<file path="config.mk">
export PLATFORM = sky130hd
export DESIGN_NAME = uart_cmd_framer
export DESIGN_NICKNAME = d
export VERILOG_FILES = /design/src/rtl/cmd_pkg.sv /design/src/rtl/cmd_gap_timer.sv /design/src/rtl/uart_cmd_framer.sv
export SDC_FILE = /design/constraint.sdc
export NUM_CORES = 1
export LEC_CHECK = 0
export CAP_MARGIN = 10
export CORE_MARGIN = 1.5
export CORE_UTILIZATION = 40
export DETAILED_ROUTE_END_ITERATION = 12
export DONT_BUFFER_PORTS = 1
export GPL_TIMING_DRIVEN = 0
export MAX_ROUTING_LAYER = met4
export PLACE_DENSITY = 0.54
export RECOVER_POWER = 100
export SYNTH_ARGS = -nofsm -noshare
export SYNTH_HDL_FRONTEND = slang
export SYNTH_SLANG_ARGS = --single-unit
</file>
<file path="constraint.sdc">
create_clock -name CLK -period 2.2 [get_ports CLK]
set_clock_uncertainty 0.05 [all_clocks]
set_input_delay 0.66 -clock CLK [delete_from_list [all_inputs] [get_ports CLK]]
set_output_delay 0.66 -clock CLK [all_outputs]
set_load 0.01 [all_outputs]
</file>
<file path="src/rtl/cmd_pkg.sv">
// cmd_pkg: shared types and constants for the UART command framer.
package cmd_pkg;
   typedef enum logic [1:0] {IDLE, PAYLOAD, CHECK, WRITE} state_t;
   localparam logic [1:0] ERR_CHK = 2'd0;
   localparam logic [1:0] ERR_TMO = 2'd1;
   localparam logic [1:0] ERR_OVF = 2'd2;
   localparam logic [7:0] SYNC_DEF = 8'hA5;
   localparam int CMD_W = 32;
   localparam int CMD_BYTES = 4;
endpackage

</file>
<file path="src/rtl/cmd_gap_timer.sv">
// cmd_gap_timer: inter-byte gap counter; clr reloads to 0, expire pulses when LIMIT-1 is reached while enabled.
module cmd_gap_timer #(
   parameter int unsigned LIMIT = 4800
) (
   input  logic CLK,
   input  logic reset_n,
   input  logic clr,
   input  logic en,
   output logic expire
);
   localparam int W = $clog2(LIMIT + 1);
   logic [W-1:0] cnt;
   assign expire = en && !clr && cnt == W'(LIMIT - 1);
   always_ff @(posedge CLK or negedge reset_n)
      if (!reset_n) cnt <= '0;
      else cnt <= (clr || !en || expire) ? '0 : cnt + 1'b1;
endmodule

</file>
<file path="src/rtl/uart_cmd_framer.sv">
// uart_cmd_framer: finds SYNC, assembles a 4-byte little-endian command and writes it to the FIFO.
// Define UART_CMD_FRAMER_CHK_EN to require and verify the trailing XOR checksum byte.
module uart_cmd_framer
   import cmd_pkg::*;
#(
   parameter int unsigned CLK_HZ     = 24000000,
   parameter int unsigned TIMEOUT_US = 200,
   parameter logic [7:0]  SYNC_BYTE  = SYNC_DEF
) (
   input  logic             CLK,
   input  logic             reset_n,
   input  logic             rx_valid,
   input  logic [7:0]       rx_data,
   input  logic             fifo_full,
   output logic             fifo_wrreq,
   output logic [CMD_W-1:0] fifo_data,
   output logic             frame_ok,
   output logic             frame_err,
   output logic [1:0]       err_code,
   output logic [7:0]       err_cnt,
   output logic             busy
);
   localparam int unsigned TIMEOUT_CYCLES = CLK_HZ / 1000000 * TIMEOUT_US;
   state_t state, state_nxt;
   logic [1:0] idx, idx_nxt;
   logic [CMD_W-1:0] sh, sh_nxt;
   logic wr_nxt, err_nxt, expire;
   logic [1:0] code_nxt;
   cmd_gap_timer #(.LIMIT(TIMEOUT_CYCLES)) u_gap (
      .CLK(CLK), .reset_n(reset_n), .clr(rx_valid),
      .en(state == PAYLOAD || state == CHECK), .expire(expire)
   );
`ifdef UART_CMD_FRAMER_CHK_EN
   logic [7:0] chk;
   always_ff @(posedge CLK or negedge reset_n)
      if (!reset_n) chk <= '0;
      else if (state == IDLE) chk <= SYNC_BYTE;
      else if (state == PAYLOAD && rx_valid) chk <= chk ^ rx_data;
`endif
   assign busy = state != IDLE;
   always_comb begin
      state_nxt = state;
      idx_nxt = idx;
      sh_nxt = sh;
      wr_nxt = 1'b0;
      err_nxt = 1'b0;
      code_nxt = ERR_CHK;
      case (state)
         IDLE:
            if (rx_valid && rx_data == SYNC_BYTE) begin
               state_nxt = PAYLOAD;
               idx_nxt = '0;
            end
         PAYLOAD:
            if (rx_valid) begin
               sh_nxt = {rx_data, sh[CMD_W-1:8]};
               idx_nxt = idx + 2'd1;
               if (idx == 2'(CMD_BYTES - 1)) begin
`ifdef UART_CMD_FRAMER_CHK_EN
                  state_nxt = CHECK;
`else
                  state_nxt = fifo_full ? IDLE : WRITE;
                  err_nxt = fifo_full;
                  code_nxt = ERR_OVF;
`endif
               end
            end else if (expire) begin
               state_nxt = IDLE;
               err_nxt = 1'b1;
               code_nxt = ERR_TMO;
            end
         CHECK: begin
`ifdef UART_CMD_FRAMER_CHK_EN
            if (rx_valid) begin
               state_nxt = (rx_data == chk && !fifo_full) ? WRITE : IDLE;
               err_nxt = rx_data != chk || fifo_full;
               code_nxt = rx_data != chk ? ERR_CHK : ERR_OVF;
            end else if (expire) begin
               state_nxt = IDLE;
               err_nxt = 1'b1;
               code_nxt = ERR_TMO;
            end
`else
            state_nxt = IDLE;
`endif
         end
         WRITE: begin
            wr_nxt = 1'b1;
            state_nxt = IDLE;
         end
      endcase
   end
   always_ff @(posedge CLK or negedge reset_n)
      if (!reset_n) begin
         state <= IDLE;
         idx <= '0;
         sh <= '0;
         fifo_wrreq <= 1'b0;
         frame_ok <= 1'b0;
         fifo_data <= '0;
         frame_err <= 1'b0;
         err_code <= '0;
         err_cnt <= '0;
      end else begin
         state <= state_nxt;
         idx <= idx_nxt;
         sh <= sh_nxt;
         fifo_wrreq <= wr_nxt;
         frame_ok <= wr_nxt;
         frame_err <= err_nxt;
         if (wr_nxt) fifo_data <= sh;
         if (err_nxt) begin
            err_code <= code_nxt;
            err_cnt <= err_cnt + {7'd0, err_cnt != 8'hFF};
         end
      end
endmodule

</file>
==> impl_results.md, run 1 <==
* Post-synthesis compound-gate area fraction at 0.0386
* M3 GR Usage at 0.0497
* Layout cells sized above 1 at 0.322
* Pwr per Cell Area at 1310 mW/mm²
* Antenna cells at 0
* Maximum buffer depth of the clock tree at 2
* First-pass GRT wire length at between 10000 and 15000 µm
* Yosys warns at 0
* Layout Cells excl Fill at between 400 and 500
* Maximum vdd drop at approximately 0.46 mV
* Die H at 101 µm
* Area Overhead vs Synth at 9.18%
* Reg2Reg Depth at 6
* RSZ-0062 raised after global routing: false
* CP max FO at 4
* Commonest non-fill, non-tap cell in the layout: dfrtp_1
* Mapped Avg Cell Area at 14.0 µm²
* Count of final setup violators at 0
* Status: finished with violations
* Slew Viols, Final at 0
* Number of placed I/O pins at 58
* Worst-margin pin slew at approximately 700 ps
* Mux contribution to synthesized area at 0.193
* CP delay by family, top: simple AND/OR/NAND/NOR gates
* Die X at just over 100 µm
* Vias in the first global route at 2191
* Leakage at between 1.5 and 2 nW
* Worst hold path class: input pin to async pin
* Setup Buffers After CTS at 0
* Crit path DAT at about 2300 ps
* Period utilization at 0.937
* Failing checks: negative hold slack
* Final net count at about 310
* Post-route cell area at 0.00421 mm²
* Switching power share of the total at 0.336
* Clk_lat worst skew at 360 ps
* Kind of critical path: register to register
* Commonest cells after routing, fill and taps aside: dfrtp_1, mux2_2, nor2_1
* Area post-placement at around 0.0040 mm²
* Net Count, Synth at approximately 300
* CP required at 2400 ps
* Placed cell count at about 410
* DR vias at around 2100
* Post-DP HPWL at approximately 4700 µm
* Root buffer cell: clkbuf_8
* Seq/Total Area, Yosys at 0.603
* Initial Util at 0.415
* Slowest stage cell, crit path: or4_4
* Maximum number of pins on one net before global-route repair at 94
* Critical Path Source Type: register
* GRT Residual Overflow at 0
* Critical path, cell by cell: inv_1, ha_1, and4b_1, a41oi_1, or4_4, o22a_1
* GR peak layer: met2
* Levels on crit path at 6
* Mapped Area at 0.00386 mm²
* CTS tree: done
* Final-report hold violation count at just over 90
* Clk sink count at a little over 90
* Hold slack at -75.3 ps
* Wirelength per Cell at 16.6 µm
* Drt drc at 0
* Switching power at around 0.0019 W
* # H-tree levels at 3
* Critical Path Sink Type: register
* Total GRT Usage at 0.152
* Antenna violations before repair at 0
* Logic gate share of total power at 0.249
* Synth Area in Adders at 0.0259
* Count of cell types in the netlist at 36
* Via-to-Cell Ratio at ~5.1
* CP bufs+invs at 1
* Clk pwr share at 0.202
* Routed Antenna Nets at 0
* CP peak stage delay at between 500 and 600 ps
* Period minus WS final at roughly 2000 ps
* Drt first pass iters at 4
* Cts bufs inserted at 9
* FF+latch count, synth at 93
* Mapped Cells at 276
* Core Region at between 0.009 and 0.01 mm²
* Sequential power share at 0.549
* Main combinational cell family by area after synthesis: multiplexers
* IO buf count at 0
* Synth Area in XOR/XNOR at 0.0386
* Relative slew slack at 0.543
* Die Area at about 0.010 mm²
* Std-Cell Rows at 35
* Starting DRC count in detailed routing at between 90 and 100
* Area share of and/or/nand/nor cells after synthesis at 0.0788
* Pint at between 0.003 and 0.004 W
* Max Fclk at around 490 MHz
* Met1 usage at 0.198
* Met2 GRT Util at 0.225
* Placer Congestion at around 0.76
* Clock transition at the registers of the reported paths at ~110 ps
* Maxcap violations at 0
* Final wirelength at 6990 µm
kinds of logic after synthesis:
logic type	Yosys count
adder cells (fa/ha/maj)	8
flip-flops	93
multiplexers	66
AO/OA/AOI/OAI	19
AND/OR/NAND/NOR	52
buffers and inverters	21
XOR/XNOR	17
flip-flops by register name, summed over array words and instances, names as in the netlist:
signal     count
err_cnt        8
state          2
err_code       2
fifo_data     32
u_gap.cnt     13
frame_ok       1
sh            32
idx            2
frame_err      1
synth_stat cells (all sizes together):
library cell | count | area (µm²)
a21oi | 2 | 10.0
o32ai | 1 | 16.3
nor4bb | 2 | 20.0
inv | 9 | 33.8
o21ai | 4 | 20.0
a41oi | 1 | 8.76
nor3 | 3 | 15.0
or3 | 1 | 6.26
o31ai | 2 | 15.0
nand2b | 1 | 6.26
or4 | 1 | 11.3
o21bai | 1 | 7.51
xnor2 | 13 | 114
and4 | 3 | 27.5
dfrtp | 93 | 2330
nand4 | 2 | 12.5
ha | 8 | 100
clkbuf | 6 | 22.5
nor4 | 2 | 12.5
and3b | 1 | 8.76
mux2 | 66 | 743
nand3 | 7 | 35.0
nand2 | 4 | 15.0
nor4b | 1 | 23.8
and4b | 2 | 20.0
a21bo | 1 | 10.0
o22a | 1 | 8.76
o2111ai | 5 | 43.8
buf | 6 | 28.8
xor2 | 4 | 35.0
a31o | 1 | 8.76
and3 | 3 | 18.8
nor2 | 19 | 71.3
per-stage QoR:
stage | hold WS, ps | utilization | setup slack [ps] | power (W) | TNS [ps]
2_1_floorplan | 314 | - | 143 | 0.00408 | 0
3_3_place_gp | 317 | 0.433 | -108 | 0.00441 | -1840
3_5_place_dp | 317 | 0.433 | -124 | 0.00446 | -2210
4_1_cts | -91.8 | 0.454 | 42.6 | 0.00558 | 0
5_1_grt | -109 | 0.454 | 3.09 | 0.00589 | 0
6_report | -75.3 | 0.454 | 139 | 0.00551 | 0
layer usage:
layer	vias up	routed length, µm	part of all wire
li1	1014	-	-
met1	1081	3330	0.48
met2	39	3240	0.46
met3	9	301	0.043
met4	0	107	0.015
met5	-	0	0
cell type report:
class / instances / area [µm²]
Buffer: 12 / 51.3
Clock buffer: 9 / 124
Clock inverter: 7 / 66.3
Fill cell: 883 / 5070
Inverter: 9 / 33.8
Multi-Input combinational cell: 162 / 1450
Sequential cell: 93 / 2330
Tap cell: 129 / 161
path summary, 6_finish.rpt:
| check | start | end | slack, ps |
|---|---|---|---|
| setup reg to reg | state[0] | state[0] | 140 |
| hold reg to reg | idx[0] | idx[0] | 460 |
| max in group asynchronous | reset_n | fifo_data[24] | 2040 |
| min in group CLK | fifo_full | state[1] | 360 |
| hold / removal | reset_n | fifo_data[4] | -80 |
| setup / recovery | state[0] | state[0] | 140 |
what timing repair did:
action,4_1_cts,5_1_grt
endpoints found under the setup margin,1,18
endpoints found under the hold margin,93,93
gates resized for setup,1,5
pin swaps,0,0
power groups by stage:
stage                     registers, W  logic, W  clock network (W)
after floorplan                0.00289   0.00119                  0
after global placement         0.00306   0.00135                  0
after detailed placement       0.00308   0.00139                  0
after CTS                      0.00304   0.00140            0.00115
after global routing           0.00313   0.00153            0.00122
final                          0.00302   0.00137            0.00111
No activity file was read; power rests on OpenSTA's default activity.
==> run 2: changes to the inputs <==
Settings changed: SYNTH_HIERARCHICAL set to 1.
==> impl_results.md, run 2 <==
* Status: finished with violations
* Failing checks: negative hold slack
* Routed Antenna Nets at 0
* Core Region at about 0.0094 mm²
* Layout Cells excl Fill at 434
* CP bufs+invs at 0
* Die H at 102 µm
* Critical Path Source Type: register
* Layout cells sized above 1 at 0.367
* Final net count at 320
* Period minus WS final at approximately 2100 ps
* WL met2 at roughly 3400 µm
* Std-Cell Rows at 35
* Hold slack at -71.0 ps
* Maximum vdd drop at just over 0.4 mV
* Drt drc at 0
* Critical Path Sink Type: register
* CP delay by family, top: simple AND/OR/NAND/NOR gates
* Via-to-Cell Ratio at just over 5
* # H-tree levels at 3
* Maxcap violations at 0
* Seq/Total Area, Yosys at 0.593
* FF+latch count, synth at 93
* RSZ-0062 raised after global routing: true
* Worst hold path class: input pin to async pin
* Die X at 102 µm
* Antenna cells at 0
* Final wirelength at 7300 µm
* Max layer used: met4
* Net Count, Synth at 300
* Leakage at between 1.5 and 2 nW
* First-pass GRT wire length at roughly 12000 µm
* GRT Residual Overflow at 0
* Commonest cells after routing, fill and taps aside: dfrtp_1, mux2_2, nand2_1
* DR vias at around 2200
* Top_reg_cell synth: dfrtp_1
* Top cells by area in the synthesized netlist: dfrtp_1, mux2_2, ha_1, xnor2_1, nand4_1
* Mapped Cells at 280
* Critical path, cell by cell: or4b_4, nor4_4, nor2b_4, nand2b_4, a21boi_4, mux2_4
* Max Fclk at roughly 470 MHz
* CP peak stage delay at 550 ps
* Placed cell count at between 400 and 500
* Area Overhead vs Synth at 12.4%
* Maximum buffer depth of the clock tree at 2
* Most numerous cell in the Yosys netlist: dfrtp_1
* Area post-placement at 0.00410 mm²
* Fin util at 0.471
* Synth area leader: dfrtp_1
* Reg2reg setup slack at ~54 ps
* Worst-margin pin slew at 717 ps
* Vias in the first global route at between 2000 and 2500
* IO buf count at 0
* Count of final setup violators at 0
* Post-DP HPWL at about 4700 µm
* Drt first pass iters at 4
* Maximum number of pins on one net before global-route repair at 94
* Commonest non-fill, non-tap cell in the layout: dfrtp_1
* Final WS setup at 53.6 ps
* Period utilization at 0.976
* Yosys top cell area share at 0.593
* Post-route cell area at 0.00441 mm²
* Root buffer cell: clkbuf_8
* Slew Viols, Final at 0
* Cts bufs inserted at 9
* Die Area at 0.0104 mm²
* Wirelength per Cell at roughly 17 µm
* Kind of critical path: register to register
* Pre-CTS setup slack at -170 ps
* Slowest stage cell, crit path: or4b_4
* Post-synth ARST share at 1.00
* Crit path DAT at roughly 2300 ps
* Mapped Area at around 0.004 mm²
* CP max FO at 5
* M1 WL at roughly 3300 µm
* Total GRT Usage at 0.160
* Met3 WL at around 430 µm
* Fill cells at around 910
* Count of cell types in the netlist at 40
* Pwr per Cell Area at 1200 mW/mm²
* Reg2Reg Depth at 6
* Clock transition at the registers of the reported paths at around 100 ps
* Top cells by count, synth: dfrtp_1, mux2_2, nand2_1
* CTS tree: done
* Relative slew slack at 0.522
* Starting DRC count in detailed routing at between 50 and 60
* Clk sink count at 93
* Placer Congestion at 0.735
* Setup TNS at 0 ps
* CP required at 2380 ps
* Mapped Avg Cell Area at 14.0 µm²
* Antenna violations before repair at 0
* Biggest regs: fifo_data x32, sh x32, u_gap/cnt x13
* Final-report hold violation count at 93
* Origin of the critical flop-to-flop path: u_gap/cnt[6]
* Number of placed I/O pins at 58
* Clk_lat worst skew at around 360 ps
* Reg2reg end: err_cnt[0]
* Yosys warns at 6
* Post-synth EDFFs at 0
* Initial Util at 0.419
-- run 2: changes by cell type in the layout (fill, tap and decap cells not counted), sizes merged, moves of 7 or more --
cell    before  now
nand4        2   10
buf          2   13
nand2        4   12
nor2        19    8
a211oi       0    7
-- run 2: stage by stage --
| stage | total power (W) | hold WS [ps] |
|---|---|---|
| after CTS | 0.00538 | -87.6 |
| after floorplan | 0.00376 | 314 |
| after detailed placement | 0.00408 | 317 |
| after global placement | 0.00402 | 317 |
| after global routing | 0.00567 | -102 |
| final | 0.00529 | -71.0 |
-- run 2: worst max-delay path by stage --
stage	from	end	slack, ps	cells after the start
4_1_cts	u_gap/cnt[8]	err_cnt[0]	-4	6
5_1_grt	u_gap/cnt[6]	err_cnt[0]	-20	6
3_3_place_gp	u_gap/cnt[8]	err_cnt[0]	-170	6
3_5_place_dp	u_gap/cnt[8]	err_cnt[0]	-170	6
6_report	u_gap/cnt[6]	err_cnt[0]	50	6
2_1_floorplan	u_gap/cnt[8]	err_cnt[0]	30	6
-- run 2: logic make-up (layout without fill, tap and decap cells) --
kind of cell,Yosys count,count (layout),synth area share
adders and majority gates,8,8,0.0255
xor gates and xnor gates,9,9,0.0201
AOI/OAI and AO/OA,27,28,0.0568
DFF,93,93,0.593
and+or+nand+nor,59,59,0.0909
muxes,67,67,0.193
buffers and inverters,17,41,0.0207
-- run 2: per-layer routing --
metal | track usage | up-vias
li1 | - | 1056
met1 | 0.202 | 1112
met2 | 0.236 | 50
met3 | 0.0445 | 17
met4 | 0.0801 | 0
met5 | - | -
-- run 2: power breakdown --
| group | leakage, nW | internal, W | switching, W | total (W) |
|---|---|---|---|---|
| sequential | 1.18 | 0.00232 | 0.000540 | 0.00286 |
| clock | 0.104 | 0.000649 | 0.000615 | 0.00126 |
| combinational | 0.644 | 0.000701 | 0.000468 | 0.00117 |
| total | 1.93 | 0.00367 | 0.00162 | 0.00529 |
-- run 2: area by class of cell --
class,count,area (µm²),area share
clock inverters,6,92.6,0.0210
multi-input cells,171,1570,0.355
clock buffers,10,128,0.0289
inverters,5,18.8,0.00425
flip-flops and latches,93,2330,0.528
plain buffers,12,55.1,0.0125
well taps,129,161,0.0366
repair buffers,8,60.1,0.0136
-- run 2: timing repair --
action | in CTS | in global routing
endpoints found under the setup margin | 9 | 35
pin swaps | 2 | 5
buffers inserted | 6 | 2
gates cloned | 1 | 0
resized for setup | 9 | 2
hold endpoints to repair | 93 | 93
==> run 3: changes to the inputs <==
Settings changed: BUFFER_PORTS_ARGS set to -buffer_cell sky130_fd_sc_hd__buf_2, DONT_BUFFER_PORTS 1 to not set, PLACE_DENSITY 0.54 to 0.59.
==> impl_results.md, run 3 (synthesis results as in run 2) <==
* Vias in the first global route at 2469
* Wirelength per Cell at ~15 µm
* Maximum number of pins on one net before global-route repair at 68
* Pre-CTS setup slack at -152 ps
* Antenna cells at 0
* Fill cells at 890
* Pwr per Cell Area at 1170 mW/mm²
* Total GRT Usage at 0.160
* Starting DRC count in detailed routing at 93
* Std-Cell Rows at 35
* Antenna violations before repair at 0
* Area post-placement at about 0.0044 mm²
* Logic gate share of total power at 0.283
* Clk pwr share at 0.228
* Commonest non-fill, non-tap cell in the layout: dfrtp_1
* Maxcap violations at 1
* Post-DP HPWL at 4930 µm
* Core Region at approximately 0.0094 mm²
* Layout Cells excl Fill at a little under 500
* Relative slew slack at -0.0470
* CP delay by family, top: simple AND/OR/NAND/NOR gates
* Clock transition at the registers of the reported paths at approximately 90 ps
* CP peak stage delay at approximately 550 ps
* Drt first pass iters at 4
* Post-route cell area at roughly 0.0047 mm²
* Die Area at around 0.010 mm²
* CP max FO at 5
* First-pass GRT wire length at roughly 12000 µm
* Routed Antenna Nets at 0
* Setup TNS at 0 ps
* # H-tree levels at 3
* Die X at ~100 µm
* Clk sink count at 93
* Leakage at between 2 and 2.5 nW
* Final-report hold violation count at 0
* Count of final setup violators at 0
* Biggest regs: fifo_data x32, sh x32, u_gap/cnt x13
* Slowest stage cell, crit path: or4b_4
* Pint at between 0.003 and 0.004 W
* Max Fclk at ~460 MHz
* Root buffer cell: clkbuf_8
* Initial Util at 0.419
* Worst-margin pin slew at approximately 1600 ps
* Critical path, cell by cell: or4b_4, nor4_4, nor2b_4, nand2b_4, a21boi_4, mux2_4
* Commonest cells after routing, fill and taps aside: dfrtp_1, mux2_2, clkbuf_1
* IO buf count at 57
* Drt drc at 0
* RSZ-0062 raised after global routing: true
* Worst hold path class: register to register
* Sequential power share at 0.490
* Maximum buffer depth of the clock tree at 2
* Period utilization at 0.989
* Kind of critical path: register to register
* Area Overhead vs Synth at 19.7%
* Switching power share of the total at 0.311
* Switching power at between 0.0015 and 0.002 W
* Maximum vdd drop at 0.497 mV
* Final WS setup at about 24 ps
* Critical Path Source Type: register
* Number of placed I/O pins at 58
* Slew Viols, Final at 27
* Die H at a little over 100 µm
* Layout cells sized above 1 at 0.357
* Placed cell count at 467
* Failing checks: max-capacitance violations, max-slew violations
* DR vias at about 2500
* Cts bufs inserted at 9
* Period minus WS final at 2180 ps
* Via-to-Cell Ratio at 5.04
* Placer Congestion at slightly below 0.8
* CTS tree: done
* Clk_lat worst skew at roughly 360 ps
* Final wirelength at between 7000 and 8000 µm
* Cts hold-fix bufs at 0
* CP bufs+invs at 0
* GRT Residual Overflow at 0
* Status: finished with violations
* CP required at about 2400 ps
* Critical Path Sink Type: register
* Crit path DAT at ~2400 ps
* Final net count at 380
==> run 3: changes by cell type in the layout (fill, tap and decap cells not counted), sizes merged <==
cell / previous run / this run
buf: 13 / 30
clkinv: 0 / 1
clkinvlp: 2 / 1
clkbuf: 17 / 59
==> run 3: worst paths after layout <==
check	from	to	slack [ps]	cells after the start
worst max-delay path	u_gap/cnt[6]	err_cnt[0]	20	6
worst min-delay path	u_gap/cnt[0]	u_gap/cnt[0]	430	1
worst max register to register	u_gap/cnt[6]	err_cnt[0]	20	6
worst min register to register	u_gap/cnt[0]	u_gap/cnt[0]	430	1
max in group asynchronous	reset_n	u_gap/cnt[8]	460	2
min in group asynchronous	reset_n	fifo_data[0]	620	1
==> run 3: worst reg2reg max path: stages (launching register included) <==
cell and delay [ps]:
dfrtp_1 390, or4b_4 550, nor4_4 170, nor2b_4 230, nand2b_4 90, a21boi_4 260, mux2_4 330
==> run 3: power groups by stage <==
| stage | Combinational [W] | Clock [W] | Sequential (W) |
|---|---|---|---|
| detailed placement | 0.00164 | 0 | 0.00273 |
| CTS | 0.00166 | 0.00129 | 0.00269 |
| finish | 0.00156 | 0.00125 | 0.00270 |
| global placement | 0.00158 | 0 | 0.00270 |
| floorplan | 0.000999 | 0 | 0.00276 |
| global route | 0.00175 | 0.00137 | 0.00278 |
==> run 3: per-layer routing <==
layer	track usage	up-vias	share of wire
met4	0.0443	0	0.0065
li1	-	1176	-
met5	-	-	0
met2	0.251	47	0.47
met1	0.206	1255	0.47
met3	0.0438	7	0.045
==> run 3: area by class of cell <==
| cell class | instances | area, µm² | area share |
|---|---|---|---|
| sequential | 93 | 2330 | 0.496 |
| multi-input combinational | 171 | 1580 | 0.336 |
| timing repair buffer | 68 | 337 | 0.0717 |
| tap | 129 | 161 | 0.0344 |
| clock buffer | 9 | 124 | 0.0264 |
| clock inverter | 6 | 93.8 | 0.0200 |
| buffer | 12 | 55.1 | 0.0117 |
| inverter | 5 | 18.8 | 0.00400 |
==> run 3: repair_timing <==
action / in CTS / in global routing
setup buffers: 6 / 4
endpoints found under the setup margin: 9 / 10
gates resized for setup: 9 / 3
gates cloned: 1 / 0
pin swaps: 3 / 2
==> run 3: per-stage QoR <==
step | total power (W) | hold slack, ps | util
after detailed placement | 0.00436 | 415 | 0.471
after CTS | 0.00564 | 152 | 0.504
after floorplan | 0.00376 | 314 | -
after global routing | 0.00590 | 463 | 0.501
after global placement | 0.00429 | 408 | 0.467
final | 0.00550 | 431 | 0.501
